$ cat config.mk
export PLATFORM = sky130hd
export DESIGN_NAME = output_bcd_sequencer
export DESIGN_NICKNAME = d
export VERILOG_FILES = /design/src/rtl/output_bcd_sequencer.sv
export SDC_FILE = /design/constraint.sdc
export NUM_CORES = 1
export LEC_CHECK = 0
export ABC_AREA = 1
export ABC_CLOCK_PERIOD_IN_PS = 2600
export CAP_MARGIN = 20
export CORE_MARGIN = 4
export CORE_UTILIZATION = 45
export DETAILED_ROUTE_END_ITERATION = 12
export PLACE_DENSITY = 0.66
export SETUP_SLACK_MARGIN = 0.4
export SLEW_MARGIN = 30
export SYNTH_ARGS = -nofsm -noshare
export SYNTH_HDL_FRONTEND = slang
export SYNTH_SLANG_ARGS = --single-unit
$ cat constraint.sdc
create_clock -name clk -period 2.6 [get_ports clk]
set_input_delay 0.52 -clock clk [delete_from_list [all_inputs] [get_ports clk]]
set_output_delay 0.52 -clock clk [all_outputs]
set_load 0.01 [all_outputs]
$ cat src/rtl/output_bcd_sequencer.sv
// Output-path BCD sequencer: captures the bus on OI and converts it to three
// registered BCD digits with an 8-step shift-and-add-3, plus blank flags and busy/valid.
module output_bcd_sequencer #(
  parameter int BLANK_LEADING = 1
) (
  input  logic       clk,
  input  logic       rst,
  input  logic [7:0] bus,
  input  logic       OI,
  output logic [7:0] data_out,
  output logic [3:0] ones,
  output logic [3:0] tens,
  output logic [3:0] hund,
  output logic       tens_blank,
  output logic       hund_blank,
  output logic       busy,
  output logic       valid
);

  typedef enum logic {IDLE = 1'b0, SHIFT = 1'b1} state_e;

  localparam logic BLANK_EN = (BLANK_LEADING != 0);

  state_e      state_q;
  logic [2:0]  cnt_q;
  logic [7:0]  bin_q;
  logic [11:0] bcd_q;
  logic [7:0]  cap_q;
  logic        pend_q;
  logic [7:0]  pend_val_q;
  logic [7:0]  data_out_q;
  logic [3:0]  ones_q, tens_q, hund_q;
  logic        tens_blank_q, hund_blank_q;
  logic        valid_q;

  // One shift-and-add-3 step applied to the current accumulator.
  logic [11:0] bcd_adj;
  logic [19:0] step_d;
  logic [11:0] bcd_d;
  logic [7:0]  bin_d;
  logic        hund_zero_d, tens_zero_d;

  always_comb begin
    bcd_adj = bcd_q;
    for (int n = 0; n < 3; n++) begin
      if (bcd_q[n*4 +: 4] >= 4'd5) bcd_adj[n*4 +: 4] = bcd_q[n*4 +: 4] + 4'd3;
    end
    step_d      = {bcd_adj, bin_q} << 1;
    bcd_d       = step_d[19:8];
    bin_d       = step_d[7:0];
    hund_zero_d = (bcd_d[11:8] == 4'd0);
    tens_zero_d = hund_zero_d && (bcd_d[7:4] == 4'd0);
  end

  always_ff @(posedge clk or posedge rst) begin
    if (rst) begin
      state_q      <= IDLE;
      cnt_q        <= 3'd0;
      bin_q        <= 8'd0;
      bcd_q        <= 12'd0;
      cap_q        <= 8'd0;
      pend_q       <= 1'b0;
      pend_val_q   <= 8'd0;
      data_out_q   <= 8'd0;
      ones_q       <= 4'd0;
      tens_q       <= 4'd0;
      hund_q       <= 4'd0;
      tens_blank_q <= BLANK_EN;
      hund_blank_q <= BLANK_EN;
      valid_q      <= 1'b0;
    end else begin
      valid_q <= 1'b0;
      case (state_q)
        IDLE: begin
          if (OI) begin
            bin_q   <= bus;
            cap_q   <= bus;
            bcd_q   <= 12'd0;
            cnt_q   <= 3'd0;
            state_q <= SHIFT;
          end
        end
        SHIFT: begin
          bcd_q <= bcd_d;
          bin_q <= bin_d;
          cnt_q <= cnt_q + 3'd1;
          if (cnt_q == 3'd7) begin
            ones_q       <= bcd_d[3:0];
            tens_q       <= bcd_d[7:4];
            hund_q       <= bcd_d[11:8];
            data_out_q   <= cap_q;
            hund_blank_q <= BLANK_EN && hund_zero_d;
            tens_blank_q <= BLANK_EN && tens_zero_d;
            valid_q      <= 1'b1;
            // A fresh strobe on the completion edge beats an older pending request.
            if (OI) begin
              bin_q  <= bus;
              cap_q  <= bus;
              bcd_q  <= 12'd0;
              cnt_q  <= 3'd0;
              pend_q <= 1'b0;
            end else if (pend_q) begin
              bin_q  <= pend_val_q;
              cap_q  <= pend_val_q;
              bcd_q  <= 12'd0;
              cnt_q  <= 3'd0;
              pend_q <= 1'b0;
            end else begin
              state_q <= IDLE;
            end
          end else if (OI) begin
            pend_q     <= 1'b1;
            pend_val_q <= bus;
          end
        end
        default: state_q <= IDLE;
      endcase
    end
  end

  assign data_out   = data_out_q;
  assign ones       = ones_q;
  assign tens       = tens_q;
  assign hund       = hund_q;
  assign tens_blank = tens_blank_q;
  assign hund_blank = hund_blank_q;
  assign busy       = (state_q == SHIFT);
  assign valid      = valid_q;

endmodule

After elaboration in Yosys (flattened, before gate mapping)
Cells that the tools add are included.
{"block": "totals", "reg_bits": 64, "in_bits": 11, "output_inout_bits": 24, "elab_cells": 66}
{"block": "classes", "add_sub_neg": 4, "n_lt_le_gt_ge": 3, "n_eq_ne": 4, "mux": 31, "bitwise": 2, "reduce_logical": 8}
{"cell": "two-way mux 8 bit", "n": 7}
{"cell": "two-way mux 12 bit", "n": 4}
{"cell": "one-hot mux 8 bit (2 select lines)", "n": 2}
{"cell": "one-hot mux 12 bit (2 select lines)", "n": 1}
{"cell": "two-way mux 3 bit", "n": 5}
{"cell": ">= comparator 4 x 3 -> 1 bit, second input constant", "n": 3}
{"cell": "adder 4 x 2 -> 4 bit, second input constant", "n": 2}
{"cell": "logical NOT 4 bit", "n": 2}
{"cell": "two-way mux 1 bit", "n": 8}
{"cell": "two-way mux 4 bit", "n": 2}
{"cell": "one-hot mux 3 bit (2 select lines)", "n": 1}
{"cell": "AND reduction 3 bit", "n": 2}
{"cell": "AND reduction 2 bit", "n": 2}
{"cell": "adder 3 x 1 -> 3 bit, second input constant", "n": 1}
{"cell": "adder 3 x 2 -> 3 bit, second input constant", "n": 1}
{"cell": "== test 3 bit, second input constant", "n": 1}
{"cell": "!= test 3 x 2 -> 1 bit, second input constant", "n": 1}
{"cell": "!= test 2 x 1 -> 1 bit, second input constant", "n": 1}
{"cell": "!= test 2 bit, second input constant", "n": 1}
{"cell": "inverter 1 bit", "n": 2}
{"cell": "one-hot mux 1 bit (2 select lines)", "n": 1}
{"cell": "nonzero test 2 bit", "n": 1}
{"cell": "logical AND 1 bit", "n": 1}

Logic depth before layout (Yosys ltp)
{"block": "logic_depth", "word_depth": 6, "depth_mapped": 11, "ltp_nobuf": 11}

Worst setup path before layout
Ideal clock, no wire load.
{"block": "synth_path", "path_kind": "flip-flop to flip-flop", "start": "reg cnt_q[0]", "end": "reg cap_q[1]", "setup_ns": 0.127, "arrival_ns": 1.350, "required_ns": 2.473, "slack_ns": 1.123, "path_stages_with_launch": 10, "n_path_buf": 1, "period_less_slack_ns": 1.477, "path_cell_list": "dfrtp_1 ha_1 ha_1 inv_2 nor2_4 nor2_4 nor2_4 buf_6 o211ai_1 o21ai_1"}
{"block": "synth_via", "elab_chain_len": 3}
{"element": "start: declaration", "line": "25", "rtl": "logic [2:0] cnt_q;"}
{"element": "start signal: assignment", "line": "86", "rtl": "cnt_q <= cnt_q + 3'd1;"}
{"element": "== test 3 bit", "line": "87", "rtl": "if (cnt_q == 3'd7) begin"}
{"element": "!= test 2 x 1 -> 1 bit (no source line)"}
{"element": "AND reduction 3 bit (no source line)"}
{"element": "end signal: assignment", "line": "77", "rtl": "cap_q <= bus;"}
{"element": "end signal: assignment", "line": "98", "rtl": "cap_q <= bus;"}
{"element": "end signal: assignment", "line": "104", "rtl": "cap_q <= pend_val_q;"}
{"element": "end: declaration", "line": "28", "rtl": "logic [7:0] cap_q;"}
Every way passes these cells.
A chain may end at the register's enable or synchronous reset.

Final worst setup path
{"block": "layout_path", "start": "reg state_q (netlist: busy)", "end": "out busy"}
{"element": "start: declaration", "line": "24", "rtl": "state_e state_q;"}
{"element": "start signal: assignment", "line": "57", "rtl": "state_q <= IDLE;"}
{"element": "start signal: assignment", "line": "80", "rtl": "state_q <= SHIFT;"}
{"element": "start signal: assignment", "line": "109", "rtl": "state_q <= IDLE;"}
{"element": "end: declaration", "line": "16", "rtl": "output logic busy,"}
No word-level cell between the ends.

==> results.cfg <==
[worst_setup_path]
r2r_cells = 8
cp_data_required_time_ns = 2.08
rr_endpoint = bin_q[4]$_DFFE_PP0P_
path_delay_family = buffers and inverters
end_kind = primary output
start_kind = flip-flop
crit_type = reg -> out
path_max_fanout = 10
max_stage_delay_ns = 0.59
cp_data_arrival_time_ns = 1.45
path_buf_inv = 1
cp_cell_sequence = clkdlybuf4s50_1
r2r_slack_ns = 0.65
critical-path-slowest-cell = clkdlybuf4s50_1
worstReg2RegStart = cnt_q[0]$_DFFE_PP0P_

[clock_network]
insertion_delay_ns = 0.35
numCtsBuffers = 9
clockBufferDepth = 2
path_clk_slew_ns = 0.08
cts_tree = yes
cts-root-buf = clkbuf_8
cts.sinks = 64
h-tree-depth = 3

[floorplan]
die-area_um2 = 8032
coreArea_um2 = 6422
die_w_um = 89.62
die_h_um = 89.62
ios = 35
start_util = 0.4668
rows = 29

[cells_and_area]
fillers = 587
diodes = 0
nets = 405
drive_above_1_share = 0.09463
most-common-layout-cells = nand2_1 (88), dfrtp_1 (61), o21ai_0 (50), inv_1 (44), clkdlybuf4s50_1 (34)
syn_to_final_growth_pct = 20.58
final_common_cell = nand2_1

[job]
max_cap_violations = 0

[sta]
fmax_ghz = 0.5077
finalSetupViolations = 0
fin_crit_sh = 0.7575
layout_min_cycle_time_ns = 1.970
slew_viol_final = 0
worstMarginPinSlew_ns = 0.3997
relSlewSlack = 0.7326
hold_violations = 0
holdWs_ns = 0.4627
rsz0062_at_grt = false
setup_tns_ns = 0
finClkSkew_ns = 0.01570

[global_route]
grt_max_degree = 30
grt_pass1_vias = 2292
grt_pass1_wl_um = 11050
antenna_found_initial = 0
grt-ovfl-total = 0
grt_usage = 0.1816

[place]
dpl.hpwl_um = 4643
place_congestion = 0.8967
io_buffers = 34

[routing]
drt-initial-drc-count = 77
drt_pass1_iterations = 4
routedWlPerCell_um = 14.03
drt_wl_total_um = 6567
viasPerCell = 5.043
drc = 0
ant_nets = 0
vias = 2360

[pwr]
p_seq_frac = 0.379
power_w = 0.004356
p_sw_w = 0.001690
p_leak_nw = 1.803
switching_share = 0.3880
vdd_drop_max_v = 0.0004724
p_int_w = 0.002666
pwr-share-clk = 0.205
p_per_area_nw_per_um2 = 1205
power_frac_comb = 0.417

[synth]
synth_cells = 346
syn_area_per_cell_um2 = 8.664
ys_ff_latch = 64
netlist_area_um2 = 2998
synth_cell_type_count = 26
syn_nets = 365
yosys_warnings = 0
synth_seq_area_share = 0.5351

[hold_path]
hold_class = in -> async

[status]
status = finished clean
-- cell usage after synthesis --
cell type  instances  area, µm²
nand2_1           88      330.3
nand3_1           16      80.08
nor2_1            14      52.55
inv_2              4      15.01
buf_4              1      7.510
nand4_1            4      25.02
xor2_1             1      8.760
nor2_4             4      45.04
nor2_8             1      20.02
o22ai_1           16      100.1
clkbuf_1           2      7.510
o31ai_1            2      15.01
ha_1               8      100.1
buf_2              5      25.02
o211ai_1           4      30.03
nand2_2            1      6.260
a21oi_1            3      15.01
buf_6              3      33.78
inv_1             45      168.9
and2_1             1      6.260
o21ai_0           50      250.2
a22o_1             2      17.52
o21ai_1            6      30.03
dfrtp_1           62       1551
clkinv_1           1      3.750
dfstp_2            2      52.55
-- cells by family (layout without fill, tap and decap cells) --
kind of cell	after synthesis	count (layout)	synth area share
AO/OA/AOI/OAI	83	83	0.1528
XOR/XNOR	1	1	0.002922
adder cells (fa/ha/maj)	8	8	0.03339
buffers and inverters	61	106	0.08723
flip-flops	64	64	0.5351
AND/OR/NAND/NOR	129	129	0.1887
-- cell type report --
| cell class | instances | area [µm²] | area share |
|---|---|---|---|
| inverters | 50 | 191.4 | 0.05296 |
| flip-flops and latches | 64 | 1605 | 0.4441 |
| repair buffers | 40 | 385.4 | 0.1066 |
| well taps | 77 | 96.34 | 0.02665 |
| multi-input cells | 221 | 1132 | 0.3133 |
| clock inverters | 6 | 66.31 | 0.01835 |
| clock buffers | 10 | 137.6 | 0.03808 |
-- per-layer routing --
layer	wire length (µm)	vias to the layer above	global-route usage	part of all wire
met5	0	-	0	0
met4	149	0	0.09337	0.023
met3	195	13	0.03011	0.030
met2	3010	45	0.2746	0.46
met1	3212	1089	0.2518	0.49
li1	-	1213	-	-
-- worst max-delay path by stage --
stage | start | endpoint | slack (ns) | depth (start not counted)
5_1_grt | cnt_q[0]$_DFFE_PP0P_ | bin_q[2]$_DFFE_PP0P_ | 0.45 | 8
3_3_place_gp | OI | cap_q[0]$_DFFE_PP0P_ | 0.46 | 7
3_5_place_dp | OI | cap_q[7]$_DFFE_PP0P_ | 0.41 | 8
2_1_floorplan | rst | bcd_q[0]$_DFFE_PP0P_ | 0.49 | 1
6_report | busy$_DFF_PP0_ | busy | 0.63 | 1
4_1_cts | busy$_DFF_PP0_ | busy | 0.45 | 1
-- registers in the layout, indices dropped and copies added, names as in the netlist --
name	flops
data_out	8
pend_val_q	8
ones	4
bin_q	8
tens	4
hund	4
cap_q	8
bcd_q	12
busy	1
tens_blank	1
valid	1
hund_blank	1
cnt_q	3
pend_q	1
-- metrics by stage --
stage	cells	util	area, µm²	setup slack [ns]
after floorplan	346	-	2998	0.4852
after global placement	452	0.5303	3406	0.4636
after detailed placement	452	0.5303	3406	0.4087
after CTS	468	0.5620	3610	0.4461
after global routing	468	0.5628	3615	0.4542
final	468	0.5628	3615	0.6305
-- power groups by stage --
stage / logic (W) / registers, W / clock network (W)
3_5_place_dp: 0.00183 / 0.00167 / 0
5_1_grt: 0.00208 / 0.00169 / 0.000973
6_report: 0.00182 / 0.00165 / 0.000891
4_1_cts: 0.00184 / 0.00165 / 0.000914
2_1_floorplan: 0.00117 / 0.00169 / 0
3_3_place_gp: 0.00179 / 0.00166 / 0
-- timing repair --
| action | 4_1_cts | 5_1_grt |
|---|---|---|
| hold buffers | 0 | 0 |
| resized for setup | 0 | 2 |
| hold endpoints to repair | 0 | 0 |
| endpoints found under the setup margin | 0 | 2 |
| buffers inserted | 0 | 0 |
Power figures use the tool's default switching activity.
